File: src/rtl/fm_discriminator_pipe.sv
// fm_discriminator_pipe
//   Pipelined I/Q cross-product FM discriminator. It takes time-multiplexed,
//   channel-tagged offset-binary ADC samples and pairs each I with the Q that
//   follows it. For each pair it computes xq0*xi1 - xi0*xq1 over the current
//   and previous pairs, then emits an offset-binary demodulated sample with a
//   one-cycle valid strobe. Pairing errors are counted in a saturating counter.
//
// Ports
//   clk       : single clock; all state changes on its rising edge
//   rst       : asynchronous, active-high reset
//   en        : sample-accept enable (does not stall the pipeline)
//   in_valid  : channel/X are valid this cycle
//   channel   : tag for X (I_CH, Q_CH, anything else is ignored)
//   X         : ADC sample, offset binary
//   out_valid : one-cycle strobe, out carries a new sample
//   out       : demodulated sample, offset binary; holds between strobes
//   err_cnt   : saturating count of pairing errors
//
// Build option
//   FM_DISC_SAT_EN : when defined, the output stage clamps to the OUT_W range
//                    instead of wrapping.
module fm_discriminator_pipe #(
  parameter int              IN_W  = 10,
  parameter int              OUT_W = 10,
  parameter int              SHIFT = 2,
  parameter int              CH_W  = 3,
  parameter logic [CH_W-1:0] I_CH  = 3'b110,
  parameter logic [CH_W-1:0] Q_CH  = 3'b100,
  parameter int              ERR_W = 8
) (
  input  logic             clk,
  input  logic             rst,
  input  logic             en,
  input  logic             in_valid,
  input  logic [CH_W-1:0]  channel,
  input  logic [IN_W-1:0]  X,
  output logic             out_valid,
  output logic [OUT_W-1:0] out,
  output logic [ERR_W-1:0] err_cnt
);

  localparam int P_W = 2 * IN_W;
  localparam int D_W = 2 * IN_W + 1;
  localparam int SH  = 2 * IN_W - OUT_W - SHIFT;

  // A negative shift or identical tags would make the block meaningless.
  generate
    if (2 * IN_W < OUT_W + SHIFT) begin : g_bad_width
      $error("fm_discriminator_pipe: 2*IN_W must be >= OUT_W + SHIFT");
    end
    if (I_CH == Q_CH) begin : g_bad_tags
      $error("fm_discriminator_pipe: I_CH and Q_CH must differ");
    end
  endgenerate

  typedef enum logic {WAIT_I, WAIT_Q} state_t;

  state_t state, state_next;

  logic                   accept, is_i, is_q;
  logic                   latch_i, complete_pair, pair_err;
  logic signed [IN_W-1:0] x;

  logic signed [IN_W-1:0] xi_new, xi0, xq0, xi1, xq1;
  logic                   primed;
  logic                   tok_h, tok_1, tok_2;

  logic signed [P_W-1:0]  xq0_e, xi1_e, xi0_e, xq1_e;
  logic signed [P_W-1:0]  p_a, p_b;
  logic signed [D_W-1:0]  d;
  logic [OUT_W-1:0]       s_lim;

  assign accept = en & in_valid;
  assign is_i   = accept && (channel == I_CH);
  assign is_q   = accept && (channel == Q_CH);

  // Subtracting the mid-scale offset is just an MSB flip.
  assign x = {~X[IN_W-1], X[IN_W-2:0]};

  // Pairing state register.
  always_ff @(posedge clk or posedge rst) begin
    if (rst) begin
      state <= WAIT_I;
    end else begin
      state <= state_next;
    end
  end

  // Pairing decisions. A stray Q while waiting for I is dropped; a second I
  // while waiting for Q replaces the pending one. Both count as errors.
  always_comb begin
    state_next    = state;
    latch_i       = 1'b0;
    complete_pair = 1'b0;
    pair_err      = 1'b0;
    case (state)
      WAIT_I: begin
        if (is_i) begin
          latch_i    = 1'b1;
          state_next = WAIT_Q;
        end else if (is_q) begin
          pair_err = 1'b1;
        end
      end
      WAIT_Q: begin
        if (is_q) begin
          complete_pair = 1'b1;
          state_next    = WAIT_I;
        end else if (is_i) begin
          latch_i  = 1'b1;
          pair_err = 1'b1;
        end
      end
      default: state_next = WAIT_I;
    endcase
  end

  // Pair history. The first pair after reset only fills the history, so its
  // token is suppressed through the primed flag.
  always_ff @(posedge clk or posedge rst) begin
    if (rst) begin
      xi_new <= '0;
      xi0    <= '0;
      xq0    <= '0;
      xi1    <= '0;
      xq1    <= '0;
      primed <= 1'b0;
      tok_h  <= 1'b0;
    end else begin
      tok_h <= complete_pair & primed;
      if (latch_i) begin
        xi_new <= x;
      end
      if (complete_pair) begin
        xi1    <= xi0;
        xq1    <= xq0;
        xi0    <= xi_new;
        xq0    <= x;
        primed <= 1'b1;
      end
    end
  end

  assign xq0_e = {{IN_W{xq0[IN_W-1]}}, xq0};
  assign xi1_e = {{IN_W{xi1[IN_W-1]}}, xi1};
  assign xi0_e = {{IN_W{xi0[IN_W-1]}}, xi0};
  assign xq1_e = {{IN_W{xq1[IN_W-1]}}, xq1};

  // S1 cross products and S2 difference. The data registers only load when a
  // token is present, so they hold still between pairs.
  always_ff @(posedge clk or posedge rst) begin
    if (rst) begin
      tok_1 <= 1'b0;
      tok_2 <= 1'b0;
      p_a   <= '0;
      p_b   <= '0;
      d     <= '0;
    end else begin
      tok_1 <= tok_h;
      tok_2 <= tok_1;
      if (tok_h) begin
        p_a <= xq0_e * xi1_e;
        p_b <= xi0_e * xq1_e;
      end
      if (tok_1) begin
        d <= {p_a[P_W-1], p_a} - {p_b[P_W-1], p_b};
      end
    end
  end

`ifdef FM_DISC_SAT_EN
  localparam logic signed [D_W-1:0] S_MAX = {{(D_W-OUT_W+1){1'b0}}, {(OUT_W-1){1'b1}}};
  localparam logic signed [D_W-1:0] S_MIN = {{(D_W-OUT_W+1){1'b1}}, {(OUT_W-1){1'b0}}};

  logic signed [D_W-1:0] s;

  assign s = d >>> SH;

  // Out-of-range results pin to the signed OUT_W extremes.
  always_comb begin
    s_lim = s[OUT_W-1:0];
    if (s > S_MAX) begin
      s_lim = S_MAX[OUT_W-1:0];
    end else if (s < S_MIN) begin
      s_lim = S_MIN[OUT_W-1:0];
    end
  end
`else
  // Only the low OUT_W bits survive, giving a two's-complement wrap.
  assign s_lim = OUT_W'(d >>> SH);
`endif

  // S3 output register. Adding the mid-scale offset is an MSB flip.
  always_ff @(posedge clk or posedge rst) begin
    if (rst) begin
      out_valid <= 1'b0;
      out       <= {1'b1, {(OUT_W-1){1'b0}}};
    end else begin
      out_valid <= tok_2;
      if (tok_2) begin
        out <= {~s_lim[OUT_W-1], s_lim[OUT_W-2:0]};
      end
    end
  end

  // Pairing-error counter, sticks at all-ones.
  always_ff @(posedge clk or posedge rst) begin
    if (rst) begin
      err_cnt <= '0;
    end else if (pair_err && (err_cnt != '1)) begin
      err_cnt <= err_cnt + {{(ERR_W-1){1'b0}}, 1'b1};
    end
  end

endmodule

File: config.mk
export PLATFORM = sky130hd
export DESIGN_NAME = fm_discriminator_pipe
export DESIGN_NICKNAME = d
export VERILOG_FILES = /design/src/rtl/fm_discriminator_pipe.sv
export SDC_FILE = /design/constraint.sdc
export NUM_CORES = 1
export LEC_CHECK = 0
export BUFFER_PORTS_ARGS = -buffer_cell sky130_fd_sc_hd__buf_2
export CORE_ASPECT_RATIO = 1.2
export CORE_MARGIN = 8
export CORE_UTILIZATION = 40
export CTS_BUF_LIST = sky130_fd_sc_hd__clkbuf_8
export CTS_CLUSTER_SIZE = 8
export DETAILED_ROUTE_END_ITERATION = 8
export PLACE_DENSITY = 0.54
export SYNTH_ARGS = -nofsm -noshare
export SYNTH_HDL_FRONTEND = slang
export SYNTH_SLANG_ARGS = --single-unit
File: constraint.sdc
create_clock -name clk -period 5.7 [get_ports clk]
set_input_delay 0 -clock clk [delete_from_list [all_inputs] [get_ports clk]]
set_output_delay 0 -clock clk [all_outputs]
set_load 0.01 [all_outputs]
After elaboration in Yosys (flattened, before gate mapping)
Index checks and enable logic that the tools add are counted.
Widths: inputs -> output; s select.
{"block": "op_classes", "n_addsub": 2, "n_eq_ne": 3, "n_reduce_logical": 3, "multipliers": 2, "bitwise_logic": 5, "n_mux": 9}
{"op": "$mul 10x10->18", "count": 2}
{"op": "$sub 18x18->18", "count": 1}
{"op": "$add 8x1->8 const B", "count": 1}
{"op": "$ne 8x8->1 const B", "count": 1}
{"op": "$eq 3x3->1 const B", "count": 2}
{"op": "$mux 1", "count": 6}
{"op": "$pmux 1 s2", "count": 3}
{"op": "$logic_and 1x1->1", "count": 3}
{"op": "$not 1->1", "count": 3}
{"op": "$and 1x1->1", "count": 2}
{"block": "totals", "output_inout_bits": 19, "reg_bits": 128, "input_bits": 17, "word_cells": 40}

Logic depth before layout (Yosys ltp)
{"block": "depth", "ltp_word": 6, "depth_mapped": 20, "depth_no_buf": 19}

Worst setup path before layout
OpenSTA, ideal clock, no wires.
{"block": "synth_path", "path_type": "flip-flop to flip-flop", "startpoint": "reg xq1[1]", "endpoint": "reg p_b[17]", "setup_ns": 0.125, "required_time_ns": 5.575, "period_less_slack_ns": 5.181, "stages_incl_launch_ff": 21, "n_path_buf": 1, "slack_ns": 0.519, "arrival_ns": 5.057, "path_cell_list": "dfrtp_1 clkbuf_1 nand2_1 fa_1 inv_1 fa_1 inv_1 fa_1 inv_1 fa_1 inv_1 fa_1 inv_1 ha_1 and3_1 a221oi_2 a31oi_1 a211oi_2 a21oi_1 xnor2_1 mux2_2"}
{"block": "synth_via", "elab_chain_len": 1}
{"element": "start, declared", "line": "64", "rtl": "logic signed [IN_W-1:0] xi_new, xi0, xq0, xi1, xq1;"}
{"element": "start signal, assigned", "line": "136", "rtl": "xq1 <= xq0;"}
{"element": "$mul 10x10->18", "line": "163", "rtl": "p_b <= xi0_e * xq1_e;"}
{"element": "end signal, assigned", "line": "163"}
{"element": "end, declared", "line": "69", "rtl": "logic signed [P_W-1:0] p_a, p_b;"}
No other way between the ends.
A chain may end at the register's enable or synchronous reset.

Worst setup path after layout
{"block": "layout_path", "startpoint": "reg xq1[3]", "endpoint": "reg p_b[17]"}
Same word-level chain as after synthesis.

==> results.sh <==
export IMPL_run_status="complete, no violations"
export IMPL_cts_buffers_inserted=17
export IMPL_detail_route_drc_violations=0
export IMPL_max_clock_freq_mhz=189
export IMPL_post_drt_wl_per_cell_um=15.3
export IMPL_dr_first_iter_drc_count=233
export IMPL_ws_path_type="reg -> reg"
export IMPL_synth_edff_count=0
export IMPL_synth_distinct_cells=56
export IMPL_max_slew_margin_pct=37.3
export IMPL_arrival_ps=5610
export IMPL_path_clk_slew_ps=70
export IMPL_cts_setup_buffers=0
export IMPL_rows=70
export IMPL_initial_core_utilization_pct=40.7
export IMPL_synth_top_area_share_pct=26.4
export IMPL_async_flop_share_pct=100
export IMPL_synth_compound_area_share_pct=5.53
export IMPL_antennaDiodeCount=0
export IMPL_report_final_hold_viol_count=0
export IMPL_switching_share_pct=38.6
export IMPL_critical_path_required_ps=6010
export IMPL_clk_latency_ps=430
export IMPL_die_w_um=177
export IMPL_worst_tran_pin_value_ps=941
export IMPL_syn_mean_instance_area_um2=9.85
export IMPL_period_minus_slack_ps=5300
export IMPL_number_of_sinks_handled_by_clock_tree_synthesis=120
export IMPL_worstHoldPathType="in -> reg"
export IMPL_track_usage_pct=15.1
export IMPL_p_per_area_nw_per_um2=208
export IMPL_crit_fanout=11
export IMPL_combinational_family_with_the_most_area_after_synthesis="adder cells"
export IMPL_post_route_cells_drive_above_1_share_pct=13.8
export IMPL_synth_warn=0
export IMPL_fillerInstances=3015
export IMPL_p_leak_nw=7.05
export IMPL_detailed_place_hpwl_um=21100
export IMPL_boundaryPins=36
export IMPL_placed_cells_incl_taps=1663
export IMPL_vias=8094
export IMPL_internal_power_mw=1.73
export IMPL_vdd_drop_max_mv=0.154
export IMPL_io_buffer_count=35
export IMPL_num_nets_final=1585
export IMPL_fin_util_pct=44.4
export IMPL_rsz0062_at_grt="no"
export IMPL_seq_area_frac_synth_pct=24.2
export IMPL_final_critical_path_setup_slack_ps=399
export IMPL_placedInstanceArea_um2=13100
export IMPL_fp_dieArea_um2=37000
export IMPL_layout_cells_non_filler=1706
export IMPL_leading_post_synthesis_cells_by_instance_count="258 x sky130_fd_sc_hd__inv_1, 164 x sky130_fd_sc_hd__fa_1, 143 x sky130_fd_sc_hd__nand2_1"
export IMPL_flop_pwr_share_pct=38.1
export IMPL_synth_area_leader_cell="sky130_fd_sc_hd__fa_1"
export IMPL_post_synth_and_or_nand_nor_area_fraction_pct=12.3
export IMPL_gp_congestion=0.811
export IMPL_floorplan_die_height_um=209
export IMPL_synth_area_mux_share_pct=7.03
export IMPL_finalSetupViolations=0
export IMPL_antenna_violating_nets_remaining=0
export IMPL_core_um2=30600
export IMPL_layout_cell_area_non_filler_um2=13600
export IMPL_post_synthesis_instance_area_um2=12400
export IMPL_first_global_vias=8860
export IMPL_share_comb_of_total_power_pct=35.6
export IMPL_synthTopCellsByArea="sky130_fd_sc_hd__fa_1 26%, sky130_fd_sc_hd__dfrtp_1 24%, sky130_fd_sc_hd__ha_1 11%, sky130_fd_sc_hd__inv_1 7.8%, sky130_fd_sc_hd__mux2_2 6.8%"
export IMPL_drtPass1Iterations=6
export IMPL_grt_pass1_wl_um=45200
export IMPL_period_share_pct=93.0
export IMPL_synthXorXnorAreaFrac_pct=4.44
export IMPL_post_cts_resized=0
export IMPL_critical_path_endpoint_type="flop"
export IMPL_place_worst_setup_slack_ps=383
export IMPL_antenna_found_initial=0
export IMPL_switchingPower_mw=1.09
export IMPL_syn_instance_count=1263
export IMPL_yosysMostFrequentCell="sky130_fd_sc_hd__inv_1"
export IMPL_gr_total_overflow=0
export IMPL_clock_root_buffer="sky130_fd_sc_hd__clkbuf_8"
export IMPL_final_slew_violations=0
export IMPL_tritoncts="yes"
export IMPL_grt_start_max_net_pins=73
export IMPL_max_cap_violations=0
export IMPL_clk_path_buf_depth=2
export IMPL_start_kind="flop"
export IMPL_h_tree_depth=4
export IMPL_finalClockSkew_ps=13.3
export IMPL_power_frac_clock_pct=26.3
export IMPL_setup_tns_final_ps=0
export IMPL_yosys_most_used_dff="sky130_fd_sc_hd__dfrtp_1"
export IMPL_mappedNetlistNets=1551
export IMPL_register_bit_total_from_synthesis=120
export IMPL_synthAdderAreaFrac_pct=37.2
export IMPL_flow_area_growth_from_synthesis_pct=9.05
export IMPL_cts_hold_buffers_added=11
export IMPL_drt_vias_per_instance=4.74
export IMPL_route_final_wire_length_um=26100
power by group through the flow:
stage,registers [mW],logic (mW),clock network (mW)
finish,1.07,1.00,0.742
global route,1.09,1.15,0.804
CTS,1.07,1.02,0.765
detailed placement,1.09,1.00,0
global placement,1.09,1.00,0
floorplan,1.00,0.791,0
layout by cell type, fill, tap and decap left out, types with 35 or more instances in the layout:
cell type                   n
sky130_fd_sc_hd__mux2_2    75
sky130_fd_sc_hd__nand2_1  143
sky130_fd_sc_hd__ha_1     107
sky130_fd_sc_hd__xnor2_1   49
sky130_fd_sc_hd__nor2_1    46
sky130_fd_sc_hd__and2_1    74
sky130_fd_sc_hd__dfrtp_1  118
sky130_fd_sc_hd__buf_2     35
sky130_fd_sc_hd__fa_1     164
sky130_fd_sc_hd__inv_1    257
state kept, by name, summed over array words and instances, names as in the netlist:
name,flops
tok_h,1
xq0,10
p_a,18
xq1,10
err_cnt,8
xi1,10
primed,1
out,10
out_valid,1
tok_1,1
d,10
p_b,18
xi0,10
xi_new,10
tok_2,1
state,1
stage by stage:
| stage | hold slack, ps | total power [mW] |
|---|---|---|
| after global routing | 67.3 | 3.04 |
| final | 35.6 | 2.82 |
| after detailed placement | 126 | 2.09 |
| after floorplan | 85.0 | 1.79 |
| after CTS | 5.37 | 2.86 |
| after global placement | 125 | 2.09 |
critical path, stage by stage, from the launching register on:
cell and delay [ps]:
sky130_fd_sc_hd__dfrtp_1 530, sky130_fd_sc_hd__nand2_1 120, sky130_fd_sc_hd__fa_1 480, sky130_fd_sc_hd__inv_1 50, sky130_fd_sc_hd__fa_1 500, sky130_fd_sc_hd__inv_1 50
sky130_fd_sc_hd__fa_1 520, sky130_fd_sc_hd__inv_1 50, sky130_fd_sc_hd__fa_1 470, sky130_fd_sc_hd__inv_1 50, sky130_fd_sc_hd__fa_1 470, sky130_fd_sc_hd__inv_1 40
sky130_fd_sc_hd__ha_1 330, sky130_fd_sc_hd__and3_1 180, sky130_fd_sc_hd__a221oi_2 380, sky130_fd_sc_hd__a31oi_1 180, sky130_fd_sc_hd__a211oi_2 270, sky130_fd_sc_hd__a21oi_1 120
sky130_fd_sc_hd__xnor2_1 130, sky130_fd_sc_hd__mux2_2 270
kinds of logic (layout without fill, tap and decap cells):
group,count (synthesis),count (layout)
buffers and inverters,311,358
DFF,120,120
muxes,78,78
AOI/OAI and AO/OA,99,99
xor gates and xnor gates,63,63
adders and majority gates,271,271
and+or+nand+nor,321,321
area by class of cell:
class / instances / area (um^2) / area share (%)
multi-input cells: 832 / 8270 / 61.0
clock inverters: 15 / 143 / 1.05
clock buffers: 17 / 234 / 1.72
flip-flops and latches: 120 / 3010 / 22.2
repair buffers: 67 / 443 / 3.27
inverters: 259 / 975 / 7.19
well taps: 396 / 495 / 3.65
worst paths after layout:
path / endpoint / cells after the start / slack [ps] / startpoint
hold reg to reg: out[9] / 1 / 420 / d[17]
setup reg to reg: p_b[17] / 19 / 400 / xq1[3]
setup / recovery: p_b[17] / 19 / 400 / xq1[3]
min in group asynchronous: err_cnt[5] / 3 / 190 / rst
max in group asynchronous: p_a[5] / 4 / 4120 / rst
hold / removal: state / 4 / 40 / channel[0]
layer usage:
metal  share of wire, %  GRT usage [%]  vias up
met3                2.2           1.89       26
met5                  0              0        -
met4                2.6           5.20        0
li1                   -              -     3952
met2                 49           25.8       97
met1                 46           19.4     4019
No activity file was read; power rests on OpenSTA's default activity.
